<file path="src/rtl/garegga_gfx_pkg.sv">
// Shared types for the Garegga graphics ROM arbiter: FSM states and requester indices.
package garegga_gfx_pkg;

   typedef enum logic [1:0] {
      IDLE = 2'd0,
      WAIT = 2'd1,
      DONE = 2'd2
   } arb_state_t;

   localparam int REQ_OBJ  = 0;
   localparam int REQ_SCR0 = 1;
   localparam int REQ_SCR1 = 2;
   localparam int REQ_SCR2 = 3;

endpackage

</file>
<file path="src/rtl/garegga_gfx_arb_if.sv">
// Requester-side and ROM-side handshake of the graphics ROM arbiter.
interface garegga_gfx_arb_if #(
   parameter int NREQ = 4,
   parameter int AW   = 22,
   parameter int DW   = 32
);
   logic [NREQ-1:0]    REQ_CS;
   logic [NREQ*AW-1:0] REQ_ADDR;
   logic [NREQ-1:0]    REQ_OK;
   logic [DW-1:0]      REQ_DOUT;
   logic               ROM_CS;
   logic [AW-1:0]      ROM_ADDR;
   logic               ROM_OK;
   logic [DW-1:0]      ROM_DOUT;

   // master: the arbiter, which owns the ROM slot and answers the requesters
   modport master (
      input  REQ_CS, REQ_ADDR, ROM_OK, ROM_DOUT,
      output REQ_OK, REQ_DOUT, ROM_CS, ROM_ADDR
   );

   modport slave (
      output REQ_CS, REQ_ADDR, ROM_OK, ROM_DOUT,
      input  REQ_OK, REQ_DOUT, ROM_CS, ROM_ADDR
   );
endinterface

</file>
<file path="src/rtl/garegga_rr_pick.sv">
// Combinational round-robin selector: first set request scanning from last+1 upward, modulo NREQ.
module garegga_rr_pick #(
   parameter int NREQ = 4
) (
   input  logic [NREQ-1:0] req,
   input  logic [1:0]      last,
   output logic [1:0]      sel,
   output logic            any
);

   logic [1:0] w_idx;

   always_comb begin
      sel   = last;
      any   = 1'b0;
      w_idx = '0;
      for (int k = 1; k <= NREQ; k++) begin
         w_idx = 2'((int'(last) + k) % NREQ);
         if (!any && req[w_idx]) begin
            any = 1'b1;
            sel = w_idx;
         end
      end
   end

endmodule

</file>
<file path="src/rtl/garegga_gfx_arb.sv">
// Round-robin arbiter sharing one graphics ROM read port among OBJ and SCR0..SCR2 tile fetchers.
module garegga_gfx_arb
   import garegga_gfx_pkg::*;
#(
   parameter int NREQ    = 4,
   parameter int AW      = 22,
   parameter int DW      = 32,
   parameter int TIMEOUT = 255,
   parameter int CW      = 8
) (
   input  logic              CLK,
   input  logic              RESET_N,
   garegga_gfx_arb_if.master bus,
   output logic [1:0]        GRANT,
   output logic              BUSY,
   output logic              TIMEOUT_ERR
);

   arb_state_t      r_state;
   logic [CW-1:0]   r_cnt;
   logic            r_first;
   logic [NREQ-1:0] r_req_ok;
   logic [DW-1:0]   r_req_dout;
   logic            r_rom_cs;
   logic [AW-1:0]   r_rom_addr;
   logic [1:0]      r_grant;
   logic            r_busy;
   logic            r_terr;

   logic [1:0]      w_sel;
   logic            w_any;
   logic [AW-1:0]   w_sel_addr;
   logic            w_granted_cs;
   logic [CW-1:0]   w_cnt_nxt;

   garegga_rr_pick #(.NREQ(NREQ)) u_pick (
      .req  (bus.REQ_CS),
      .last (r_grant),
      .sel  (w_sel),
      .any  (w_any)
   );

   assign w_sel_addr   = bus.REQ_ADDR[int'(w_sel)*AW +: AW];
   assign w_granted_cs = bus.REQ_CS[r_grant];
   assign w_cnt_nxt    = r_cnt + 1'b1;

   always_ff @(posedge CLK) begin
      if (!RESET_N) begin
         r_state    <= IDLE;
         r_cnt      <= '0;
         r_first    <= 1'b0;
         r_req_ok   <= '0;
         r_req_dout <= '0;
         r_rom_cs   <= 1'b0;
         r_rom_addr <= '0;
         r_grant    <= 2'(NREQ-1);
         r_busy     <= 1'b0;
         r_terr     <= 1'b0;
      end else begin
         r_req_ok <= '0;
         case (r_state)
            IDLE: begin
               if (w_any) begin
                  r_grant    <= w_sel;
                  r_rom_addr <= w_sel_addr;
                  r_rom_cs   <= 1'b1;
                  r_cnt      <= '0;
                  r_first    <= 1'b1;
                  r_busy     <= 1'b1;
                  r_state    <= WAIT;
               end
            end
            WAIT: begin
               // ROM_OK in the first WAIT cycle may still belong to the previous address
               r_first <= 1'b0;
               if (!w_granted_cs) begin
                  r_rom_cs <= 1'b0;
                  r_state  <= DONE;
               end else if (!r_first && bus.ROM_OK) begin
                  r_req_dout        <= bus.ROM_DOUT;
                  r_req_ok[r_grant] <= 1'b1;
                  r_rom_cs          <= 1'b0;
                  r_state           <= DONE;
               end else if (w_cnt_nxt == CW'(TIMEOUT)) begin
                  r_req_dout        <= '0;
                  r_req_ok[r_grant] <= 1'b1;
                  r_terr            <= 1'b1;
                  r_rom_cs          <= 1'b0;
                  r_state           <= DONE;
               end else if (r_cnt != '1) begin
                  r_cnt <= w_cnt_nxt;
               end
            end
            DONE: begin
               r_busy  <= 1'b0;
               r_state <= IDLE;
            end
            default: r_state <= IDLE;
         endcase
      end
   end

   assign bus.REQ_OK   = r_req_ok;
   assign bus.REQ_DOUT = r_req_dout;
   assign bus.ROM_CS   = r_rom_cs;
   assign bus.ROM_ADDR = r_rom_addr;
   assign GRANT        = r_grant;
   assign BUSY         = r_busy;
   assign TIMEOUT_ERR  = r_terr;

endmodule
</file>
<file path="src/flat_wrapper.sv">
// flat-port wrapper written by rule: the top's interface ports become plain ports
module garegga_gfx_arb_flat import garegga_gfx_pkg::*;
#(
   parameter int NREQ    = 4,
   parameter int AW      = 22,
   parameter int DW      = 32,
   parameter int TIMEOUT = 255,
   parameter int CW      = 8
)
  (CLK, RESET_N, GRANT, BUSY, TIMEOUT_ERR, bus_REQ_CS, bus_REQ_ADDR, bus_ROM_OK, bus_ROM_DOUT, bus_REQ_OK, bus_REQ_DOUT, bus_ROM_CS, bus_ROM_ADDR);
  garegga_gfx_arb_if #(.NREQ(NREQ), .AW(AW), .DW(DW)) bus_i ();
  input  logic CLK;
  input  logic RESET_N;
  output logic [1:0] GRANT;
  output logic BUSY;
  output logic TIMEOUT_ERR;
  input wire logic [$bits(bus_i.REQ_CS)-1:0] bus_REQ_CS;
  input wire logic [$bits(bus_i.REQ_ADDR)-1:0] bus_REQ_ADDR;
  input wire logic [$bits(bus_i.ROM_OK)-1:0] bus_ROM_OK;
  input wire logic [$bits(bus_i.ROM_DOUT)-1:0] bus_ROM_DOUT;
  output wire logic [$bits(bus_i.REQ_OK)-1:0] bus_REQ_OK;
  output wire logic [$bits(bus_i.REQ_DOUT)-1:0] bus_REQ_DOUT;
  output wire logic [$bits(bus_i.ROM_CS)-1:0] bus_ROM_CS;
  output wire logic [$bits(bus_i.ROM_ADDR)-1:0] bus_ROM_ADDR;
  assign bus_i.REQ_CS = bus_REQ_CS;
  assign bus_i.REQ_ADDR = bus_REQ_ADDR;
  assign bus_i.ROM_OK = bus_ROM_OK;
  assign bus_i.ROM_DOUT = bus_ROM_DOUT;
  assign bus_REQ_OK = bus_i.REQ_OK;
  assign bus_REQ_DOUT = bus_i.REQ_DOUT;
  assign bus_ROM_CS = bus_i.ROM_CS;
  assign bus_ROM_ADDR = bus_i.ROM_ADDR;
  garegga_gfx_arb #(.NREQ(NREQ), .AW(AW), .DW(DW), .TIMEOUT(TIMEOUT), .CW(CW)) u_core (.CLK(CLK), .RESET_N(RESET_N), .bus(bus_i), .GRANT(GRANT), .BUSY(BUSY), .TIMEOUT_ERR(TIMEOUT_ERR));
endmodule
</file>
<file path="config.mk">
export PLATFORM = sky130hd
export DESIGN_NAME = garegga_gfx_arb_flat
export DESIGN_NICKNAME = d
export VERILOG_FILES = /design/src/rtl/garegga_gfx_pkg.sv /design/src/rtl/garegga_gfx_arb_if.sv /design/src/rtl/garegga_rr_pick.sv /design/src/rtl/garegga_gfx_arb.sv /design/src/flat_wrapper.sv
export SDC_FILE = /design/constraint.sdc
export NUM_CORES = 1
export LEC_CHECK = 0
export CAP_MARGIN = 20
export CORE_MARGIN = 4
export CORE_UTILIZATION = 25
export DETAILED_ROUTE_END_ITERATION = 8
export PLACE_DENSITY = 0.63
export SYNTH_ARGS = -nofsm -noshare
export SYNTH_HDL_FRONTEND = slang
export SYNTH_SLANG_ARGS = --single-unit
</file>
<file path="constraint.sdc">
create_clock -name CLK -period 7.6 [get_ports CLK]
set_input_delay 2.28 -clock CLK [delete_from_list [all_inputs] [get_ports CLK]]
set_output_delay 2.28 -clock CLK [all_outputs]
set_load 0.01 [all_outputs]
</file>
==> flow_metrics.tcl, run 1 <==
set metrics [dict create \
    hp-class "reg2reg" \
    rows 43 \
    hold_path_end "u_core.TIMEOUT_ERR$_SDFFE_PN0P_" \
    numClockSinks 74 \
    grt_max_degree 45 \
    m1WireLength_um 5356 \
    maxSlewViolCount 0 \
    synth.avg_cell_area_um2 9.791 \
    status "finished, final reports clean" \
    synth_nets 500 \
    min_period_ps 4596 \
    synth_area_um2 3593 \
    vias_per_cell 5.054 \
    r2r_slack_ps 4200 \
    synthArstFlopShare 0 \
    end_kind "register" \
    post_cts.repair.setup_buffers 0 \
    met3_wirelength_um 595 \
    synth_seq_cells 74 \
    arrival_ps 4790 \
    synthesis.instances 367 \
    p_per_area_nw_per_um2 233.7 \
    reg2regPathDepth 9 \
    max-vdd-ir-drop_mv 0.1104 \
    fin_nets 676 \
    maxCapViolCount 0 \
    instances_no_fill 728 \
    critPathMaxFanout 37 \
    antenna_left 0 \
    cts_tree "done" \
    clock.fmax_mhz 217.6 \
    io_buffers 189 \
    rsz0062_at_grt "no" \
    ys.warnings.count 0 \
    setup_ws_ps 3004 \
    die_w_um 127.9 \
    clock_latency_ps 330 \
    synth-edff-count 0 \
    min_period_over_period 0.6047 \
    die_area_um2 16360 \
    die_h_um 127.9 \
    clkTransAtPathRegs_ps 60 \
    drtIter0Drc 184 \
    fin_tns_setup_ps 0 \
    reg2reg_from "u_core.GRANT[0]$_SDFFE_PN1P_" \
    grt_pass1_wl_um 19840 \
    crit_path_start_kind "input port" \
    first_pass_iters 4 \
    finalSetupViolCount 0 \
    hold_viol 0 \
    grt_remaining_overflow 0 \
    dp.cells 710 \
    top_layer "met4" \
    syn2layout_area_growth_pct 66.23 \
    grt_pass1_vias 3856 \
    boundaryPins 190 \
    vias 3679 \
    avgRoutedWirePerCell_um 17.48 \
    cts_resized 0 \
    htree_levels 3 \
    drc 0 \
    cts_buffers 9 \
    synth_seq_area_share 0.4123 \
    slew_headroom 0.3392 \
    synth_top_cell_by_area "dfxtp_1" \
    skew_ps 9.466 \
    path_class "in2reg" \
    worstPathRequired_ps 7790 \
    gp_congestion 0.8159 \
    synthDominantCellAreaShare 0.4123 \
    worst_hold_startpoint "u_core.TIMEOUT_ERR$_SDFFE_PN0P_" \
    worstMarginPinSlew_ps 990.2 \
    p_leak_nw 2.168 \
    hold_depth 2 \
    antenna_found_initial 0 \
    synth_area_leaders "dfxtp_1 (41%), a32o_1 (8.9%), mux2i_1 (8.1%), a2111oi_0 (5.4%), a211oi_1 (4.6%)" \
    core_area_um2 13990 \
    ys.flop_type "dfxtp_1" \
    fillers 1375 \
    diodes 0 \
    drive_gt1_frac 0.07482 \
    clock_path_buffers 2 \
    dp_hpwl_um 9311 \
    wl_met2_um 6425 \
    routed_wl_um 12730 \
    rr_endpoint "u_core.bus.ROM_ADDR[16]$_SDFFE_PN0P_" \
    synth_common_cells "dfxtp_1 (74), nor2_1 (34), a32o_1 (32)" \
    cts_root_buffer "clkbuf_16" \
    post-place-ws_ps 2192 \
    ctsHoldBuffers 0 \
    synth_most_common_cell "dfxtp_1" \
    synth.distinct_cells 51 \
    initial_core_util 0.2569 \
    grt_use_total 0.1530 \
]
where the power goes:
| part | internal [W] | leakage, nW | switching, W | total (W) |
|---|---|---|---|---|
| clock network | 0.000280 | 0.159 | 0.000163 | 0.000443 |
| logic | 0.000248 | 1.40 | 0.000231 | 0.000479 |
| registers | 0.000437 | 0.605 | 0.0000366 | 0.000474 |
logic make-up (layout without fill, tap and decap cells):
kind of cell | Yosys count | after routing | synth area share
xor+xnor | 2 | 2 | 0.004876
compound gates | 109 | 109 | 0.2590
simple gates | 104 | 104 | 0.1563
buf+inv | 39 | 220 | 0.05327
mux | 33 | 33 | 0.09331
fa+ha+maj | 6 | 6 | 0.02089
flops | 74 | 74 | 0.4123
worst max-delay path, stage by stage:
cell,delay (ps)
clkdlybuf4s50_1,530
mux2_2,340
a211oi_2,210
buf_4,290
or2_2,290
buf_12,270
mux2i_1,100
a2111oi_0,450
registers in the layout, summed over array words and instances (netlist names):
name,count
u_core.r_state,2
u_core.bus.ROM_ADDR,22
u_core.bus.REQ_DOUT,32
u_core.BUSY,1
u_core.bus.REQ_OK,4
u_core.GRANT,2
u_core.r_first,1
u_core.r_cnt,8
u_core.bus.ROM_CS,1
u_core.TIMEOUT_ERR,1
routing by layer:
| layer | GRT usage | vias up |
|---|---|---|
| li1 | - | 1787 |
| met4 | 0.07615 | 0 |
| met1 | 0.1788 | 1777 |
| met3 | 0.03708 | 21 |
| met5 | 0 | - |
| met2 | 0.2606 | 94 |
layout by cell type (no fill, tap or decap), types with 3 or more instances in the layout:
cell type          n
mux2i_1           29
clkdlybuf4s50_1  189
a211oi_1          22
nor3b_1           21
mux2_2             4
and2_1             7
dfxtp_1           74
nor2_1            33
a2111oi_0         22
buf_4              5
a32o_1            32
o21ai_0            5
nand2_1           15
clkbuf_16          9
inv_1              7
o211ai_1           5
nand3_1            6
ha_1               6
a21oi_1            5
clkbuf_8           3
per-stage QoR:
step	utilization	cell area, µm²	hold slack, ps	total power [W]
after global placement	0.4009	5608	473.1	0.0009427
after CTS	0.4245	5938	479.0	0.001403
after global routing	0.4270	5973	520.1	0.001468
after detailed placement	0.4020	5623	464.3	0.0009497
final	0.4270	5973	470.3	0.001396
after floorplan	-	3593	457.6	0.0007285
worst max-delay path by stage:
stage / end / from / slack [ps] / cells after the start
2_1_floorplan: u_core.bus.ROM_ADDR[0]$_SDFFE_PN0P_ / bus_REQ_CS[3] / 3720 / 6
3_3_place_gp: u_core.bus.ROM_ADDR[21]$_SDFFE_PN0P_ / bus_REQ_CS[1] / 2350 / 7
3_5_place_dp: u_core.bus.ROM_ADDR[13]$_SDFFE_PN0P_ / bus_REQ_CS[1] / 2190 / 7
4_1_cts: u_core.bus.ROM_ADDR[13]$_SDFFE_PN0P_ / bus_REQ_CS[3] / 2580 / 7
5_1_grt: u_core.bus.ROM_ADDR[16]$_SDFFE_PN0P_ / bus_REQ_CS[3] / 2740 / 8
6_report: u_core.bus.ROM_ADDR[16]$_SDFFE_PN0P_ / bus_REQ_CS[3] / 3000 / 8
final cells by class:
cell class / instances / area [µm²] / share of cell area
clock buffers: 12 / 266.5 / 0.04462
well taps: 180 / 225.2 / 0.03770
clock inverters: 4 / 48.80 / 0.008169
flip-flops and latches: 74 / 1481 / 0.2480
repair buffers: 197 / 1979 / 0.3314
inverters: 7 / 26.28 / 0.004399
multi-input cells: 254 / 1946 / 0.3257
Power figures use the tool's default switching activity.
==> run 2, diff against run 1 <==
clock period = 4.5 ns   (was 7.6 ns; I/O delays follow)
==> run 2 against run 1 <==
Worst setup slack got worse by 2000 ps; count of clock-buffer cells in the layout shrank 3; sequential cell count unchanged; global-route usage is 0.076 points lower; wire length increased by 1.2%; clock skew shrank 2.6 ps; critical path depth shrank 1; cell area fell by 0.13%; clock power increased by 74%; first-iteration DRC count is 11% lower; critical path type unchanged; largest cell class unchanged.
==> flow_metrics.tcl, run 2 (same netlist as run 1, synthesis figures left out) <==
set metrics [dict create \
    p_leak_nw 2.162 \
    skew_ps 6.828 \
    die_h_um 127.9 \
    critPathMaxFanout 31 \
    diodes 0 \
    status "finished, final reports clean" \
    clock_path_buffers 2 \
    min_period_ps 3461 \
    cts_root_buffer "clkbuf_16" \
    avgRoutedWirePerCell_um 17.69 \
    clkTransAtPathRegs_ps 60 \
    hold_viol 0 \
    initial_core_util 0.2569 \
    io_buffers 189 \
    instances_no_fill 728 \
    routed_wl_um 12880 \
    grt_max_degree 34 \
    timing.hold.ws_ps 481.7 \
    reg2reg_from "u_core.GRANT[0]$_SDFFE_PN1P_" \
    drtIter0Drc 163 \
    maxSlewViolCount 0 \
    worstPathRequired_ps 4690 \
    vias 3693 \
    fin_tns_setup_ps 0 \
    regArea_um2 1481 \
    reg2regPathDepth 8 \
    antenna_found_initial 0 \
    clock.fmax_mhz 288.9 \
    end_kind "register" \
    grt_use_total 0.1522 \
    layout_commonest_cell "clkdlybuf4s50_1" \
    finalSetupViolCount 0 \
    post_cts.repair.setup_buffers 0 \
    htree_levels 3 \
    hold_depth 2 \
    rr_endpoint "u_core.bus.ROM_ADDR[18]$_SDFFE_PN0P_" \
    crit_path_start_kind "input port" \
    first_pass_iters 6 \
    rsz0062_at_grt "no" \
    dp.cells 713 \
    numClockSinks 74 \
    grt_remaining_overflow 0 \
    ctsHoldBuffers 0 \
    gp_congestion 0.8867 \
    cts_tree "done" \
    hold_path_end "u_core.TIMEOUT_ERR$_SDFFE_PN0P_" \
    cts_buffers 9 \
    syn2layout_area_growth_pct 66.02 \
    path_class "in2reg" \
    arrival_ps 3660 \
    core_area_um2 13990 \
    cts_resized 0 \
    r2r_slack_ps 1290 \
    antenna_left 0 \
    die_w_um 127.9 \
    drive_gt1_frac 0.07482 \
    max-vdd-ir-drop_mv 0.2091 \
    grt_pass1_wl_um 19690 \
    p_per_area_nw_per_um2 398.5 \
    clock_latency_ps 330 \
    maxCapViolCount 0 \
    drc 0 \
    worstMarginPinSlew_ps 666.1 \
    multi_input_area_um2 1946 \
    fillers 1373 \
    slew_headroom 0.5518 \
    grt_pass1_vias 3694 \
    final_cell_mix "clkdlybuf4s50_1 (189), dfxtp_1 (74), nor2_1 (33)" \
    worst_hold_startpoint "u_core.TIMEOUT_ERR$_SDFFE_PN0P_" \
    min_period_over_period 0.7691 \
    hp-class "reg2reg" \
    rows 43 \
    die_area_um2 16360 \
    fin_nets 677 \
    dp_hpwl_um 9656 \
    vias_per_cell 5.073 \
    boundaryPins 190 \
    largest_register_ffs 32 \
]
## run 2: cell types whose count changed in the layout (fill, tap and decap cells not counted), sizes merged
cell / change
buf: +1
bufinv: +1
clkinv: -1
clkinvlp: +1
inv: +1
clkbuf: -3
## run 2: worst max-delay path by stage
stage	startpoint	endpoint	slack (ps)	cells after the start
final	bus_REQ_CS[1]	u_core.bus.ROM_ADDR[18]$_SDFFE_PN0P_	1040	7
after global routing	bus_REQ_CS[1]	u_core.bus.ROM_ADDR[16]$_SDFFE_PN0P_	850	7
after CTS	bus_REQ_CS[1]	u_core.bus.ROM_ADDR[6]$_SDFFE_PN0P_	1090	7
after detailed placement	bus_REQ_CS[1]	u_core.bus.ROM_ADDR[21]$_SDFFE_PN0P_	740	7
after global placement	bus_REQ_CS[1]	u_core.bus.ROM_ADDR[20]$_SDFFE_PN0P_	820	7
after floorplan	bus_REQ_CS[3]	u_core.bus.ROM_ADDR[0]$_SDFFE_PN0P_	1550	6
## run 2: worst max-delay path, stage by stage
cell	delay, ps
clkdlybuf4s50_1	530
mux2_2	330
a211oi_2	230
or2_2	390
buf_12	270
mux2i_1	110
a2111oi_0	440
## run 2: power breakdown
group / total, W / switching, W / internal, W
logic: 0.000807 / 0.000392 / 0.000415
registers: 0.000799 / 0.0000606 / 0.000738
clock network: 0.000771 / 0.000287 / 0.000484
## run 2: routing by layer
metal,track usage,share of wire,vias to the layer above
li1,-,-,1784
met1,0.1750,0.40,1768
met2,0.2702,0.52,120
met3,0.03792,0.049,21
met4,0.05930,0.027,0
met5,0,0,-
## run 2: layout make-up
class / count / area share
Clock buffer: 9 / 0.03775
Clock inverter: 6 / 0.01510
Timing Repair Buffer: 198 / 0.3305
Sequential cell: 74 / 0.2483
Tap cell: 180 / 0.03775
Multi-Input combinational cell: 254 / 0.3261
Inverter: 7 / 0.004404
## run 2: stage by stage
stage,setup slack [ps],total power [W],util,cell area (µm²)
global route,852.9,0.002503,0.4265,5966
floorplan,1553,0.001230,-,3593
detailed placement,738.3,0.001620,0.4039,5650
CTS,1086,0.002408,0.4265,5966
finish,1039,0.002377,0.4265,5966
global placement,816.2,0.001609,0.4039,5650
